--- src/rtl/question_index_scheduler.sv ---
// question_index_scheduler
// Chooses a question index for each quiz round and never repeats one until the
// next clear. A candidate comes from a free-running LFSR. A used-mask is then
// probed linearly from that candidate until a free slot turns up.
// The design raises exhausted once every slot has been handed out.
module question_index_scheduler #(
    parameter int                N_QUESTIONS = 16,
    parameter int                IDX_W       = 4,
    parameter int                LFSR_W      = 8,
    parameter logic [LFSR_W-1:0] SEED        = 8'hA5
) (
    input  logic             clock,
    input  logic             reset,
    input  logic             clear,
    input  logic             request,
    output logic [IDX_W-1:0] index,
    output logic             ready,
    output logic             busy,
    output logic             exhausted,
    output logic [IDX_W:0]   used_count,
    output logic [2:0]       db_estado
);

    typedef enum logic [2:0] {
        S_IDLE   = 3'd0,
        S_SAMPLE = 3'd1,
        S_PROBE  = 3'd2,
        S_DONE   = 3'd3,
        S_EXH    = 3'd4
    } state_t;

    // The 8-bit taps implement x^8+x^6+x^5+x^4+1. Other widths fall back to
    // x^W+x^(W-1)+1: the two repeated taps cancel in the XOR.
    localparam int TAP_A = LFSR_W - 1;
    localparam int TAP_B = (LFSR_W == 8) ? 5 : LFSR_W - 2;
    localparam int TAP_C = (LFSR_W == 8) ? 4 : LFSR_W - 2;
    localparam int TAP_D = (LFSR_W == 8) ? 3 : LFSR_W - 2;

    localparam logic [IDX_W:0]   NQ       = (IDX_W+1)'(N_QUESTIONS);
    localparam logic [IDX_W-1:0] LAST     = IDX_W'(N_QUESTIONS - 1);
    localparam logic [IDX_W:0]   CNT_ONE  = (IDX_W+1)'(1);
    localparam logic [IDX_W-1:0] CAND_ONE = IDX_W'(1);

    state_t                 r_state;
    state_t                 w_next;
    logic [LFSR_W-1:0]      r_lfsr;
    logic [IDX_W-1:0]       r_cand;
    logic [N_QUESTIONS-1:0] r_used;
    logic [IDX_W-1:0]       r_index;
    logic [IDX_W:0]         r_count;

    logic                   w_fb;
    logic [IDX_W-1:0]       w_raw;
    logic [IDX_W-1:0]       w_sample;
    logic                   w_hit;

    assign w_fb     = r_lfsr[TAP_A] ^ r_lfsr[TAP_B] ^ r_lfsr[TAP_C] ^ r_lfsr[TAP_D];
    assign w_raw    = r_lfsr[IDX_W-1:0];
    // A raw value outside the question range folds onto slot 0. Probing then
    // starts from slot 0.
    assign w_sample = ({1'b0, w_raw} >= NQ) ? '0 : w_raw;
    assign w_hit    = ~r_used[r_cand];

    // State register
    always_ff @(posedge clock or posedge reset) begin
        if (reset) r_state <= S_IDLE;
        else       r_state <= w_next;
    end

    // Next-state logic and status outputs. Clear overrides every other transition.
    always_comb begin
        w_next    = r_state;
        ready     = 1'b0;
        busy      = 1'b0;
        exhausted = 1'b0;
        case (r_state)
            S_IDLE, S_DONE: begin
                ready = (r_state == S_DONE);
                if (request) w_next = (r_count == NQ) ? S_EXH : S_SAMPLE;
            end
            S_SAMPLE: begin
                busy   = 1'b1;
                w_next = S_PROBE;
            end
            S_PROBE: begin
                busy = 1'b1;
                if (w_hit) w_next = S_DONE;
            end
            S_EXH:   exhausted = 1'b1;
            default: w_next = S_IDLE;
        endcase
        if (clear) w_next = S_IDLE;
    end

    // Free-running LFSR. It is not affected by clear or by the FSM state.
    always_ff @(posedge clock or posedge reset) begin
        if (reset) r_lfsr <= SEED;
        else       r_lfsr <= {r_lfsr[LFSR_W-2:0], w_fb};
    end

    // Probe pointer. It is loaded in SAMPLE and advanced on each PROBE miss,
    // and is always written before it is read, so it has no reset.
    always_ff @(posedge clock) begin
        if (r_state == S_SAMPLE)
            r_cand <= w_sample;
        else if (r_state == S_PROBE && !w_hit)
            r_cand <= (r_cand == LAST) ? '0 : r_cand + CAND_ONE;
    end

    // Used mask, committed index and hand-out count. A hit commits all three
    // together, so reset or clear can never leave a partial commit behind.
    always_ff @(posedge clock or posedge reset) begin
        if (reset) begin
            r_used  <= '0;
            r_index <= '0;
            r_count <= '0;
        end else if (clear) begin
            r_used  <= '0;
            r_index <= '0;
            r_count <= '0;
        end else if (r_state == S_PROBE && w_hit) begin
            r_used[r_cand] <= 1'b1;
            r_index        <= r_cand;
            r_count        <= r_count + CNT_ONE;
        end
    end

    assign index      = r_index;
    assign used_count = r_count;
    assign db_estado  = r_state;

endmodule
--- config.mk ---
export PLATFORM = sky130hd
export DESIGN_NAME = question_index_scheduler
export DESIGN_NICKNAME = d
export VERILOG_FILES = /design/src/rtl/question_index_scheduler.sv
export SDC_FILE = /design/constraint.sdc
export NUM_CORES = 1
export LEC_CHECK = 0
export CAP_MARGIN = 20
export CORE_ASPECT_RATIO = 0.9
export CORE_MARGIN = 10
export CORE_UTILIZATION = 53
export CTS_BUF_LIST = sky130_fd_sc_hd__clkbuf_4
export CTS_CLUSTER_SIZE = 8
export DETAILED_ROUTE_END_ITERATION = 10
export GPL_TIMING_DRIVEN = 0
export PLACE_DENSITY = 0.86
export SYNTH_ARGS = -nofsm -noshare
export SYNTH_HDL_FRONTEND = slang
export SYNTH_SLANG_ARGS = --single-unit
--- constraint.sdc ---
create_clock -name clock -period 2.06 [get_ports clock]
set_clock_uncertainty 0.15 [all_clocks]
set_input_delay 0.618 -clock clock [delete_from_list [all_inputs] [get_ports clock]]
set_output_delay 0.618 -clock clock [all_outputs]
set_load 0.01 [all_outputs]
==> metrics.txt <==
outcome complete, but fails checks; failing checks setup timing; hpwl dp 3.143 mm; leakage power between 1 and 1.5 nW; Cell Pwr Density about 740 nW/um^2; I/O pin cnt 19; WP buf/inv 1; post-layout util roughly 70%; Mapped Area 2041 sq um; CTS max path bufs 2; post-layout total power 1.958 mW; # port buffers 18; ys async rst share 90.00%; Setup TNS Final -1.212 ns; worst hold margin 0.2296 ns; drt pass-1 iters 4; Slew HR 54.41%; Routability Congestion 0.8151; clk sinks 40; YS warnings 0; synthesized instance count 191; initial drt markers roughly 230; crit path cell chain buf_6 > mux2_2 > a2bb2oi_2 > a21boi_4 > o2111ai_2 > mux2_4; CTS tree yes; clk_lat worst skew 0.36 ns; Std-Cell Rows 21; Slew @ Worst Pin 0.6831 ns; CP delay by family, top multiplexers; final period utilization 107.7%; die height 78.87 microns; Synth cell types 45; Seq/Total Area, Yosys 50.28%; Vias 1695; die area between 6000 and 7000 sq um; Top FF cell, synth dfrtp_1; vias per inst 5.968; Yosys reg bits 40; Worst setup EP type flip-flop; critical path class reg -> reg; Max-Cap Viols 0; Worst Slack Setup Final -0.1587 ns; H-tree depth 2; Hold Vio Cnt, Final 0; layout cells sized above 1 about a third; Tightest Hold Check Type reg -> reg; final wirelength ~5.3 mm; initial antenna violation count 0; Reg clk slew, reported paths 0.12 ns; syn_nets 201; EDFF count, synth 4; Final Non-Filler Cells 284; vias in the first global route 1651; n_diodes 0; pin count of the biggest net entering global routing 22; CP required 2.16 ns; Avg WL per Cell 18.80 microns; layout overhead on the synthesized area 30.04%; RSZ-0062 raised after global routing yes; critical path's slowest cell edfxtp_1; arrival time worst endpoint around 2.3 ns; Max Slew Vio Count 0; placed insts 256; Final ANT Viol Nets 0; CORE AREA 3705 sq um; largest cells by area after synthesis dfrtp_1 (39%), edfxtp_1 (5.9%), dfstp_2 (5.2%); mean post-synth cell area approximately 11 sq um; first-pass GRT wire length 8.162 mm; Final min period 2.219 ns; Worst setup SP type flip-flop; # nets final around 250; top fanout value on the critical path 6; Total GRT Usage 14.73%; CP max stage delay between 0.5 and 0.6 ns; Max Clk Rate around 0.45 GHz; fillcell total between 200 and 250; Synth area leader dfrtp_1; Max VDD drop 0.0004129 V; final setup vio count 17; DIE WIDTH between 80 and 90 microns; CTS Root Cell clkbuf_4; CTS Buf Count 5; grt ovf 0; share of the synthesized area in the top cell type 39.24%; DRC 0; Initial Util about 55%
==> per-layer routing <==
metal  share of wire [%]  track usage [%]  routed length, microns  vias to the layer above
met1                  40            18.27                    2129                      842
met4                 2.1            5.263                     111                        0
met3                 7.4            3.469                     394                       15
met5                   0                0                       0                        -
li1                    -                -                       -                      768
met2                  51            24.40                    2702                       70
==> cells in the mapped netlist (2+ instances only) <==
library cell  count
nand2_1           5
ha_1              6
mux2_2            5
a21oi_1          17
o21ai_0           7
nor2_1           25
nor2b_1           4
nand2b_1          6
a31oi_1          11
inv_1             8
nor3_1            4
mux2_4            4
clkbuf_1          4
dfrtp_1          32
xnor2_1           3
nand3_1           6
o2111ai_1         2
and3_1            2
mux2i_1           3
buf_2             2
dfstp_2           4
mux2_1            3
edfxtp_1          4
a21o_1            2
nand3b_1          2
==> through the flow <==
| stage | worst slack [ns] | instance area (sq um) |
|---|---|---|
| finish | -0.1587 | 2654 |
| detailed placement | -0.3903 | 2306 |
| global route | -0.2325 | 2654 |
| global placement | -0.3200 | 2278 |
| CTS | -0.06341 | 2532 |
| floorplan | 0.07588 | 2041 |
==> path summary, 6_finish.rpt <==
| kind | start | end | slack, ns | cells past startpoint |
|---|---|---|---|---|
| max | r_cand[0]$_DFFE_PP_ | used_count[4]$_DFFE_PP0P_ | -0.16 | 6 |
| min | r_lfsr[6]$_DFF_PP0_ | r_lfsr[7]$_DFF_PP1_ | 0.23 | 0 |
| max reg2reg | r_cand[0]$_DFFE_PP_ | used_count[4]$_DFFE_PP0P_ | -0.16 | 6 |
| min reg2reg | r_lfsr[6]$_DFF_PP0_ | r_lfsr[7]$_DFF_PP1_ | 0.23 | 0 |
| max in group asynchronous | reset | r_lfsr[5]$_DFF_PP1_ | 0.65 | 3 |
| min in group asynchronous | reset | r_lfsr[6]$_DFF_PP0_ | 0.50 | 2 |
==> power by group <==
group	internal, mW	switching (mW)
logic	0.255	0.289
clock network	0.268	0.265
registers	0.841	0.0401
==> cell usage in the layout (no fill, tap or decap), drive strengths merged, types with 3 or more instances in the layout <==
cell type,synthesis,layout
o21ai,8,8
dlygate4sd2,0,5
edfxtp,4,4
dlymetal6s2s,0,5
mux2i,3,3
buf,4,28
nor2b,4,4
dfrtp,32,32
a31oi,11,11
nor3,5,5
mux2,12,12
clkbuf,4,10
nand2b,6,6
nand3,6,6
nor2,25,25
nand2,5,5
a21oi,17,17
clkdlybuf4s50,0,5
inv,8,8
xnor2,3,3
ha,6,6
dfstp,4,4
==> flip-flops by register name (all words and copies together) (netlist names) <==
signal	cells
r_cand	4
index	4
r_used	16
r_lfsr	8
used_count	5
db_estado	3
==> cell families after synthesis <==
kind of cell               count (synthesis)  share of synthesized area (%)
and+or+nand+nor                           60                          14.65
AOI/OAI and AO/OA                         50                          17.23
DFF                                       40                          50.28
buffers and inverters                     16                          3.617
muxes                                     15                          8.829
adders and majority gates                  6                          3.679
xor gates and xnor gates                   4                          1.717
==> worst reg2reg max path, stage by stage, from the launching register on <==
cell       delay, ns
edfxtp_1        0.54
buf_6           0.15
mux2_2          0.34
a2bb2oi_2       0.17
a21boi_4        0.28
o2111ai_2       0.17
mux2_4          0.32
==> repair_timing <==
action / CTS / global route
pin swaps: 4 / 9
resized for setup: 29 / 25
buffers inserted: 15 / 5
hold buffers: 0 / 0
hold endpoints to repair: 0 / 0
endpoints found under the setup margin: 23 / 39
==> cell type report <==
class | instances | area, sq um | area share [%]
multi-input cells | 135 | 1035 | 38.99
repair buffers | 39 | 370.4 | 13.96
clock buffers | 6 | 45.04 | 1.697
inverters | 8 | 30.03 | 1.132
plain buffers | 8 | 50.05 | 1.886
clock inverters | 2 | 35.03 | 1.320
well taps | 46 | 57.56 | 2.169
flip-flops and latches | 40 | 1031 | 38.85
No activity file was read; power rests on OpenSTA's default activity.
